<file path="src/rtl/video_pattern_timing_gen_if.sv">
// ---------------------------------------------------------------------------
// video_pattern_timing_gen_if
//
// Purpose:
//   Groups the free-running video output bus of video_pattern_timing_gen.
//   The bus carries sync, data enable, pixel colour, the active-area pixel
//   coordinates and a frame-start strobe. Everything is in the pixel clock
//   domain. There is no back-pressure, so the consumer must accept a word on
//   every cycle.
//
// Signals:
//   video_hs     horizontal sync (polarity set by the generator)
//   video_vs     vertical sync (polarity set by the generator)
//   video_de     data enable, high inside the active picture area
//   video_rgb    pixel colour {R[23:16], G[15:8], B[7:0]}
//   pixel_xpos   active x coordinate, 0 outside the active area
//   pixel_ypos   active y coordinate, 0 outside the active area
//   frame_start  one-cycle pulse on the first output cycle of each frame
//
// Modports:
//   master  the timing/pattern generator (drives everything)
//   slave   the encoder and overlay consumers (observe everything)
// ---------------------------------------------------------------------------
interface video_pattern_timing_gen_if #(
    parameter int CNT_W = 12
);

    logic             video_hs;
    logic             video_vs;
    logic             video_de;
    logic [23:0]      video_rgb;
    logic [CNT_W-1:0] pixel_xpos;
    logic [CNT_W-1:0] pixel_ypos;
    logic             frame_start;

    modport master (
        output video_hs,
        output video_vs,
        output video_de,
        output video_rgb,
        output pixel_xpos,
        output pixel_ypos,
        output frame_start
    );

    modport slave (
        input video_hs,
        input video_vs,
        input video_de,
        input video_rgb,
        input pixel_xpos,
        input pixel_ypos,
        input frame_start
    );

endinterface

</file>
<file path="src/rtl/video_pattern_timing_gen.sv">
// ---------------------------------------------------------------------------
// video_pattern_timing_gen
//
// Purpose:
//   Programmable video timing generator with four built-in test patterns
//   (colour bars, checkerboard, gradient, solid colour). It replaces the
//   fixed 1280x720 timing driver / colour-bar pair and feeds the RGB-to-DVI
//   encoder directly. Pixel coordinates and a frame-start strobe are also
//   exported so overlay logic can lock to the raster.
//
//   Each line runs sync, back porch, active, front porch. Each frame runs the
//   same way in lines. Every output is registered from the current counter
//   values, so all outputs share a single cycle of latency and stay
//   mutually aligned.
//
// Ports:
//   pixel_clk   in   pixel clock, the only clock
//   sys_rst_n   in   asynchronous active-low reset
//   pat_mode    in   pattern select: 0 bars, 1 checker, 2 gradient, 3 solid
//   solid_rgb   in   solid colour {R,G,B} used by pattern 3
//   vid         master modport of video_pattern_timing_gen_if (hs, vs, de,
//                    rgb, xpos, ypos, frame_start)
//
// Parameters:
//   H_ACT/H_FP/H_SYNC/H_BP   horizontal timing in pixels
//   V_ACT/V_FP/V_SYNC/V_BP   vertical timing in lines
//   HS_POL/VS_POL            1 = active-high sync, 0 = active-low sync
//   CNT_W                    counter width, must hold H_TOT-1 and V_TOT-1
//   BAR_NUM                  number of colour bars (1..8)
//   CHK_LOG2                 log2 of the checkerboard square size
// ---------------------------------------------------------------------------
module video_pattern_timing_gen #(
    parameter int H_ACT    = 1280,
    parameter int H_FP     = 110,
    parameter int H_SYNC   = 40,
    parameter int H_BP     = 220,
    parameter int V_ACT    = 720,
    parameter int V_FP     = 5,
    parameter int V_SYNC   = 5,
    parameter int V_BP     = 20,
    parameter int HS_POL   = 1,
    parameter int VS_POL   = 1,
    parameter int CNT_W    = 12,
    parameter int BAR_NUM  = 8,
    parameter int CHK_LOG2 = 5
) (
    input  logic                          pixel_clk,
    input  logic                          sys_rst_n,
    input  logic [1:0]                    pat_mode,
    input  logic [23:0]                   solid_rgb,
    video_pattern_timing_gen_if.master    vid
);

    // Derived raster geometry.
    localparam int H_TOT   = H_SYNC + H_BP + H_ACT + H_FP;
    localparam int V_TOT   = V_SYNC + V_BP + V_ACT + V_FP;
    localparam int H_START = H_SYNC + H_BP;
    localparam int V_START = V_SYNC + V_BP;
    localparam int BAR_W   = H_ACT / BAR_NUM;

    // Counter-width constants so every compare is width matched.
    localparam logic [CNT_W-1:0] H_LAST_C  = CNT_W'(H_TOT - 1);
    localparam logic [CNT_W-1:0] V_LAST_C  = CNT_W'(V_TOT - 1);
    localparam logic [CNT_W-1:0] H_SYNC_C  = CNT_W'(H_SYNC);
    localparam logic [CNT_W-1:0] V_SYNC_C  = CNT_W'(V_SYNC);
    localparam logic [CNT_W-1:0] H_START_C = CNT_W'(H_START);
    localparam logic [CNT_W-1:0] H_END_C   = CNT_W'(H_START + H_ACT);
    localparam logic [CNT_W-1:0] V_START_C = CNT_W'(V_START);
    localparam logic [CNT_W-1:0] V_END_C   = CNT_W'(V_START + V_ACT);
    localparam logic [CNT_W-1:0] BAR_W_C   = CNT_W'(BAR_W);
    localparam logic [2:0]       BAR_LAST  = 3'(BAR_NUM - 1);

    // Sync output levels: active level equals the polarity bit.
    localparam logic HS_ON = (HS_POL != 0);
    localparam logic VS_ON = (VS_POL != 0);

    // Pattern select encoding.
    typedef enum logic [1:0] {
        PAT_BARS    = 2'd0,
        PAT_CHECKER = 2'd1,
        PAT_GRAD    = 2'd2,
        PAT_SOLID   = 2'd3
    } pat_e;

    // Raster counters and latched per-frame settings.
    logic [CNT_W-1:0] h_cnt;
    logic [CNT_W-1:0] v_cnt;
    logic [CNT_W-1:0] h_next;
    pat_e             mode_r;
    logic [23:0]      solid_r;

    // Colour-bar tracker state (describes the pixel at h_cnt).
    logic [2:0]       bar_idx;
    logic [CNT_W-1:0] bar_bound;
    logic [CNT_W-1:0] x_next;

    // Decoded view of the current counter position.
    logic             h_last;
    logic             v_last;
    logic             h_sync_on;
    logic             v_sync_on;
    logic             de_cur;
    logic             frame_first;
    logic [CNT_W-1:0] x_cur;
    logic [CNT_W-1:0] y_cur;
    pat_e             mode_eff;
    logic [23:0]      solid_eff;
    logic [7:0]       grad_sum;
    logic [23:0]      rgb_cur;

    // Registered outputs.
    logic             hs_q;
    logic             vs_q;
    logic             de_q;
    logic [23:0]      rgb_q;
    logic [CNT_W-1:0] xpos_q;
    logic [CNT_W-1:0] ypos_q;
    logic             fs_q;

    // Fixed colour-bar palette, brightest first and black last.
    function automatic logic [23:0] bar_colour(input logic [2:0] idx);
        logic [23:0] c;
        case (idx)
            3'd0:    c = 24'hFFFFFF;
            3'd1:    c = 24'hFFFF00;
            3'd2:    c = 24'h00FFFF;
            3'd3:    c = 24'h00FF00;
            3'd4:    c = 24'hFF00FF;
            3'd5:    c = 24'hFF0000;
            3'd6:    c = 24'h0000FF;
            default: c = 24'h000000;
        endcase
        return c;
    endfunction

    // Decode the counter position into wrap flags, sync windows, the active
    // window and active-area coordinates. The coordinates are plain offsets
    // and are only meaningful while de_cur is high.
    always_comb begin
        h_last      = (h_cnt == H_LAST_C);
        v_last      = (v_cnt == V_LAST_C);
        h_next      = h_last ? '0 : h_cnt + 1'b1;
        x_next      = h_next - H_START_C;
        h_sync_on   = (h_cnt < H_SYNC_C);
        v_sync_on   = (v_cnt < V_SYNC_C);
        de_cur      = (h_cnt >= H_START_C) && (h_cnt < H_END_C) &&
                      (v_cnt >= V_START_C) && (v_cnt < V_END_C);
        frame_first = (h_cnt == '0) && (v_cnt == '0);
        x_cur       = h_cnt - H_START_C;
        y_cur       = v_cnt - V_START_C;
    end

    // Horizontal counter wraps every line; the vertical counter steps on the
    // horizontal wrap and wraps every frame.
    always_ff @(posedge pixel_clk or negedge sys_rst_n) begin
        if (!sys_rst_n) begin
            h_cnt <= '0;
            v_cnt <= '0;
        end else begin
            h_cnt <= h_next;
            if (h_last) begin
                v_cnt <= v_last ? '0 : v_cnt + 1'b1;
            end
        end
    end

    // Pattern settings are sampled once per frame on the first counter
    // position, so a change mid-frame never tears the picture.
    always_ff @(posedge pixel_clk or negedge sys_rst_n) begin
        if (!sys_rst_n) begin
            mode_r  <= PAT_BARS;
            solid_r <= '0;
        end else if (frame_first) begin
            mode_r  <= pat_e'(pat_mode);
            solid_r <= solid_rgb;
        end
    end

    // The cycle that latches new settings also produces an output word, so it
    // uses the incoming values directly. That only matters for rasters with
    // no sync/porch ahead of the first pixel, but it keeps the whole frame on
    // one setting.
    always_comb begin
        mode_eff  = frame_first ? pat_e'(pat_mode) : mode_r;
        solid_eff = frame_first ? solid_rgb : solid_r;
    end

    // Bar index tracking without a divider. The tracker is advanced using the
    // next counter value so that bar_idx always describes h_cnt. It restarts
    // on the first active pixel of every line and steps when x reaches the
    // next bar boundary. It stops at the last bar, which therefore absorbs
    // the H_ACT/BAR_NUM remainder. Outside the active area x_next wraps to
    // values far above any boundary, so no false steps happen there.
    always_ff @(posedge pixel_clk or negedge sys_rst_n) begin
        if (!sys_rst_n) begin
            bar_idx   <= '0;
            bar_bound <= BAR_W_C;
        end else if (h_next == H_START_C) begin
            bar_idx   <= '0;
            bar_bound <= BAR_W_C;
        end else if ((x_next == bar_bound) && (bar_idx != BAR_LAST)) begin
            bar_idx   <= bar_idx + 3'd1;
            bar_bound <= bar_bound + BAR_W_C;
        end
    end

    // Pixel colour for the current position. Blanking forces black, so only
    // the active area ever carries pattern data.
    always_comb begin
        rgb_cur  = 24'h000000;
        grad_sum = x_cur[7:0] + y_cur[7:0];
        case (mode_eff)
            PAT_BARS:    rgb_cur = bar_colour(bar_idx);
            PAT_CHECKER: rgb_cur = (x_cur[CHK_LOG2] ^ y_cur[CHK_LOG2]) ?
                                   24'h000000 : 24'hFFFFFF;
            PAT_GRAD:    rgb_cur = {x_cur[7:0], y_cur[7:0], grad_sum};
            PAT_SOLID:   rgb_cur = solid_eff;
            default:     rgb_cur = 24'h000000;
        endcase
        if (!de_cur) begin
            rgb_cur = 24'h000000;
        end
    end

    // Output register stage. Everything is registered from the same counter
    // snapshot, which keeps sync, enable, colour, coordinates and the frame
    // strobe aligned with one cycle of latency. Reset parks the syncs at
    // their inactive level and blanks the picture.
    always_ff @(posedge pixel_clk or negedge sys_rst_n) begin
        if (!sys_rst_n) begin
            hs_q   <= ~HS_ON;
            vs_q   <= ~VS_ON;
            de_q   <= 1'b0;
            rgb_q  <= 24'h000000;
            xpos_q <= '0;
            ypos_q <= '0;
            fs_q   <= 1'b0;
        end else begin
            hs_q   <= h_sync_on ? HS_ON : ~HS_ON;
            vs_q   <= v_sync_on ? VS_ON : ~VS_ON;
            de_q   <= de_cur;
            rgb_q  <= rgb_cur;
            xpos_q <= de_cur ? x_cur : '0;
            ypos_q <= de_cur ? y_cur : '0;
            fs_q   <= frame_first;
        end
    end

    // Drive the video bus from the output registers.
    assign vid.video_hs    = hs_q;
    assign vid.video_vs    = vs_q;
    assign vid.video_de    = de_q;
    assign vid.video_rgb   = rgb_q;
    assign vid.pixel_xpos  = xpos_q;
    assign vid.pixel_ypos  = ypos_q;
    assign vid.frame_start = fs_q;

endmodule
</file>
<file path="src/flat_wrapper.sv">
// flat-port wrapper written by rule: the top's interface ports become plain ports
module video_pattern_timing_gen_flat 
#(
    parameter int H_ACT    = 1280,
    parameter int H_FP     = 110,
    parameter int H_SYNC   = 40,
    parameter int H_BP     = 220,
    parameter int V_ACT    = 720,
    parameter int V_FP     = 5,
    parameter int V_SYNC   = 5,
    parameter int V_BP     = 20,
    parameter int HS_POL   = 1,
    parameter int VS_POL   = 1,
    parameter int CNT_W    = 12,
    parameter int BAR_NUM  = 8,
    parameter int CHK_LOG2 = 5
)
  (pixel_clk, sys_rst_n, pat_mode, solid_rgb, vid_video_hs, vid_video_vs, vid_video_de, vid_video_rgb, vid_pixel_xpos, vid_pixel_ypos, vid_frame_start);
  video_pattern_timing_gen_if #(.CNT_W(CNT_W)) vid_i ();
  input  logic pixel_clk;
  input  logic sys_rst_n;
  input  logic [1:0] pat_mode;
  input  logic [23:0] solid_rgb;
  output wire logic [$bits(vid_i.video_hs)-1:0] vid_video_hs;
  output wire logic [$bits(vid_i.video_vs)-1:0] vid_video_vs;
  output wire logic [$bits(vid_i.video_de)-1:0] vid_video_de;
  output wire logic [$bits(vid_i.video_rgb)-1:0] vid_video_rgb;
  output wire logic [$bits(vid_i.pixel_xpos)-1:0] vid_pixel_xpos;
  output wire logic [$bits(vid_i.pixel_ypos)-1:0] vid_pixel_ypos;
  output wire logic [$bits(vid_i.frame_start)-1:0] vid_frame_start;
  assign vid_video_hs = vid_i.video_hs;
  assign vid_video_vs = vid_i.video_vs;
  assign vid_video_de = vid_i.video_de;
  assign vid_video_rgb = vid_i.video_rgb;
  assign vid_pixel_xpos = vid_i.pixel_xpos;
  assign vid_pixel_ypos = vid_i.pixel_ypos;
  assign vid_frame_start = vid_i.frame_start;
  video_pattern_timing_gen #(.H_ACT(H_ACT), .H_FP(H_FP), .H_SYNC(H_SYNC), .H_BP(H_BP), .V_ACT(V_ACT), .V_FP(V_FP), .V_SYNC(V_SYNC), .V_BP(V_BP), .HS_POL(HS_POL), .VS_POL(VS_POL), .CNT_W(CNT_W), .BAR_NUM(BAR_NUM), .CHK_LOG2(CHK_LOG2)) u_core (.pixel_clk(pixel_clk), .sys_rst_n(sys_rst_n), .pat_mode(pat_mode), .solid_rgb(solid_rgb), .vid(vid_i));
endmodule
</file>
<file path="config.mk">
export PLATFORM = sky130hd
export DESIGN_NAME = video_pattern_timing_gen_flat
export DESIGN_NICKNAME = d
export VERILOG_FILES = /design/src/rtl/video_pattern_timing_gen_if.sv /design/src/rtl/video_pattern_timing_gen.sv /design/src/flat_wrapper.sv
export SDC_FILE = /design/constraint.sdc
export NUM_CORES = 1
export LEC_CHECK = 0
export CAP_MARGIN = 20
export CORE_MARGIN = 3
export CORE_UTILIZATION = 52
export CTS_BUF_LIST = sky130_fd_sc_hd__clkbuf_8
export DETAILED_ROUTE_END_ITERATION = 6
export PLACE_DENSITY = 0.76
export REMOVE_ABC_BUFFERS = 1
export SYNTH_ARGS = -nofsm -noshare
export SYNTH_HDL_FRONTEND = slang
export SYNTH_SLANG_ARGS = --single-unit
</file>
<file path="constraint.sdc">
create_clock -name pixel_clk -period 3.2 [get_ports pixel_clk]
set_input_delay 0.64 -clock pixel_clk [delete_from_list [all_inputs] [get_ports pixel_clk]]
set_output_delay 0.64 -clock pixel_clk [all_outputs]
set_load 0.01 [all_outputs]
</file>
==> reports/metrics.yaml <==
status:
  outcome: "finished, final reports clean"
floorplanning:
  die-area_sq_mm: 0.0129
  io-pin-count: 80
  dieHeight_um: 114
  start_util_pct: 54.3
  num_rows: 38
  die_w_um: 114
  core_region_area_sq_mm: 0.0111
finish:
  seq_area_sq_mm: 0.00281
  diodes: 0
  multi_input_area_sq_mm: 0.00309
  finalNetCount: 754
  num-fill-cells: 871
  final_layout_size_suffix_gt1_share_pct: 19.7
  final_cells: 842
  area_growth_pct: 25.4
  fin_area_sq_mm: 0.00754
timing:
  slew_headroom_pct: 47.8
  hold_viol_final: 0
  worst-slew-pin-transition_ns: 0.778
  fin_crit_sh_pct: 99.6
  fin_ws_ns: 0.0139
  maxClockFrequency_mhz: 314
  setup_viol: 0
  skew_ns: 0.0160
  setup_tns_ns: 0
  finalCriticalPeriod_ns: 3.19
  slew_viol_final: 0
worst_setup_path:
  end_kind: "register"
  crit_slowest_cell: "dfrtp_2"
  r2r_cells: 13
  critPathRequiredTime_ns: 3.52
  critical-path-max-stage-delay_ns: 0.44
  timing.rr.start: "u_core.h_cnt[1]$_DFF_PN0_"
  crit_path_start: "u_core.h_cnt[1]$_DFF_PN0_"
  crit_path_max_fanout: 6
  cp_top_family: "compound AO/OA/AOI/OAI gates"
  reg2reg_to: "u_core.bar_bound[5]$_DFFE_PN1P_"
  cp-start-kind: "register"
  path_buf_inv: 4
  ff2ff_setup_slack_ns: 0.01
  crit_chain: "inv_1 -> ha_2 -> nand4b_1 -> buf_4 -> o311ai_4 -> o311ai_1 -> o32ai_1 -> xnor2_1 -> nand4_1 -> buf_4 -> buf_4 -> or3_1 -> nand3_1"
  criticalPathCategory: "reg2reg"
  critPathArrivalTime_ns: 3.50
  crit_top_cell: "buf_4"
place:
  io_buffers: 79
  post_dp_cell_area_sq_mm: 0.00713
  place_inst: 814
  gp_congestion: 0.907
  dp_hpwl_mm: 11.4
  place_worst_setup_slack_ns: -0.0258
global_routing:
  grt_util_met1_pct: 32.9
  grt_overflow_total: 0
  top_usage_layer: "met2"
  first_global_vias: 4877
  met2_usage_pct: 40.2
  grt_first_pass_wirelength_mm: 24.8
  antenna_found_initial: 0
  grtUsageMet3_pct: 3.66
  track_usage_pct: 24.3
  grt_max_degree: 60
power_and_ir_drop:
  total_power_mw: 2.39
  p_sw_share_pct: 23.1
  internal_power_mw: 1.84
  power_frac_clock_pct: 34.9
  ir_drop_uv: 304
  p_per_area_mw_per_mm2: 318
  netSwitchingPower_mw: 0.554
  power_frac_comb_pct: 5.1
  leakagePower_nw: 3.32
  seq_power_share_pct: 59.9
cts:
  cts_tree: "built"
  numCtsBuffers: 9
  cts-root-buf: "clkbuf_8"
  htree_levels: 3
  clk_latency_ns: 0.39
  clkTransAtPathRegs_ns: 0.10
  cts_sinks: 112
  cts_hold_buf: 0
  clockBufferDepth: 2
synthesis:
  yosys_most_used_dff: "dfrtp_1"
  avgSynthCellArea_sq_um: 10.2
  ys_async_sr_fraction_pct: 100
  synth-warning-count: 0
  syn_area_sq_mm: 0.00601
  synthCells: 588
  synth-edff-count: 0
  yosysSeqAreaShare_pct: 46.7
  synthDominantCellAreaShare_pct: 45.8
  yosys.cell_count.top_type: "dfrtp_1"
  ys_types: 72
  synth_common_cells: "110 x dfrtp_1, 42 x nor2_1, 31 x nand2_1, 29 x o21ai_0, 26 x ha_1"
  yosysTopAreaCell: "dfrtp_1"
  synth.area.top_cells: "dfrtp_1 46%, ha_1 5.4%, mux2_2 4.7%"
  ys_seq_elements: 112
route:
  dr.pass1.iters: 6
  remaining_drc_errors: 0
  ant_nets: 0
  wl_per_cell_um: 18.7
  wirelength_mm: 15.7
  routed_via_density: 6.00
  drt_iter0_drc: 448
  vias: 5053
worst_hold_path:
  min_path_type: "in2async"
job:
  maxCapViolCount: 0
==> cells by family (layout without fill, tap and decap cells) <==
| kind of cell | after synthesis | count (layout) | share of synthesized area, % |
|---|---|---|---|
| muxes | 27 | 27 | 5.08 |
| AOI/OAI and AO/OA | 140 | 140 | 15.6 |
| and+or+nand+nor | 188 | 188 | 17.2 |
| DFF | 112 | 112 | 46.7 |
| adders and majority gates | 27 | 27 | 5.74 |
| xor gates and xnor gates | 40 | 40 | 5.83 |
| buffers and inverters | 54 | 168 | 3.87 |
==> worst max path at each step <==
stage	cells after the start	slack, ns	to
2_1_floorplan	9	-1.12	u_core.vid.video_rgb[15]$_DFF_PN0_
3_3_place_gp	12	0.09	u_core.bar_bound[11]$_DFFE_PN0P_
3_5_place_dp	12	-0.03	u_core.bar_bound[9]$_DFFE_PN0P_
4_1_cts	12	0.003	u_core.bar_bound[9]$_DFFE_PN0P_
5_1_grt	15	-0.11	u_core.bar_bound[5]$_DFFE_PN1P_
6_report	13	0.01	u_core.bar_bound[5]$_DFFE_PN1P_
==> power groups by stage <==
stage | clock, mW | combinational [mW] | sequential [mW]
2_1_floorplan | 0 | 0.0426 | 1.46
3_3_place_gp | 0 | 0.120 | 1.46
3_5_place_dp | 0 | 0.122 | 1.46
4_1_cts | 0.843 | 0.123 | 1.44
5_1_grt | 0.902 | 0.137 | 1.44
6_report | 0.836 | 0.123 | 1.43
==> routing by layer <==
metal	wire length [um]	vias to the layer above
met1	6660	2461
met2	7710	203
met3	1010	38
li1	-	2351
met4	360	0
met5	0	-
==> final cells by class <==
class	instances	area share, %
Inverter	23	1.16
Tap cell	140	2.32
Timing Repair Buffer	131	15.9
Clock buffer	9	1.64
Multi-Input combinational cell	422	40.9
Clock inverter	5	0.747
Sequential cell	112	37.3
==> repair_timing <==
item | in CTS | in global routing
setup endpoints to repair | 5 | 33
pin swaps | 2 | 8
resized for setup | 4 | 29
buffers inserted | 1 | 13
==> stage by stage <==
| step | hold WS (ns) | utilization [%] |
|---|---|---|
| after CTS | 0.343 | 66.2 |
| final | 0.313 | 68.0 |
| after global placement | 0.482 | 64.3 |
| after global routing | 0.368 | 68.0 |
| after detailed placement | 0.487 | 64.3 |
| after floorplan | 0.344 | - |
==> sequential cells by signal, summed over array words and instances (netlist names) <==
register / count
u_core.mode_r: 2
u_core.vid.pixel_xpos: 12
u_core.v_cnt: 12
u_core.bar_idx: 3
u_core.h_cnt: 12
u_core.solid_r: 24
u_core.vid.frame_start: 1
u_core.bar_bound: 7
u_core.vid.video_vs: 1
u_core.vid.video_de: 1
u_core.vid.pixel_ypos: 12
u_core.vid.video_hs: 1
u_core.vid.video_rgb: 24
==> cells in the final DEF (no fill, tap or decap), types with 10 or more instances in the layout <==
master | netlist | routed
o21ai_1 | 22 | 22
a221oi_1 | 10 | 10
inv_1 | 21 | 20
ha_1 | 26 | 23
nor2_1 | 42 | 41
o31ai_1 | 11 | 10
a211oi_1 | 13 | 13
dfrtp_1 | 110 | 103
nand3_1 | 15 | 15
mux2_2 | 25 | 25
nand2_1 | 31 | 28
xnor2_1 | 19 | 19
and3_1 | 14 | 14
buf_4 | 1 | 51
a21oi_1 | 21 | 18
xor2_1 | 21 | 21
clkdlybuf4s50_1 | 0 | 78
nor3_1 | 17 | 14
o21ai_0 | 29 | 29
Power figures use the tool's default switching activity.
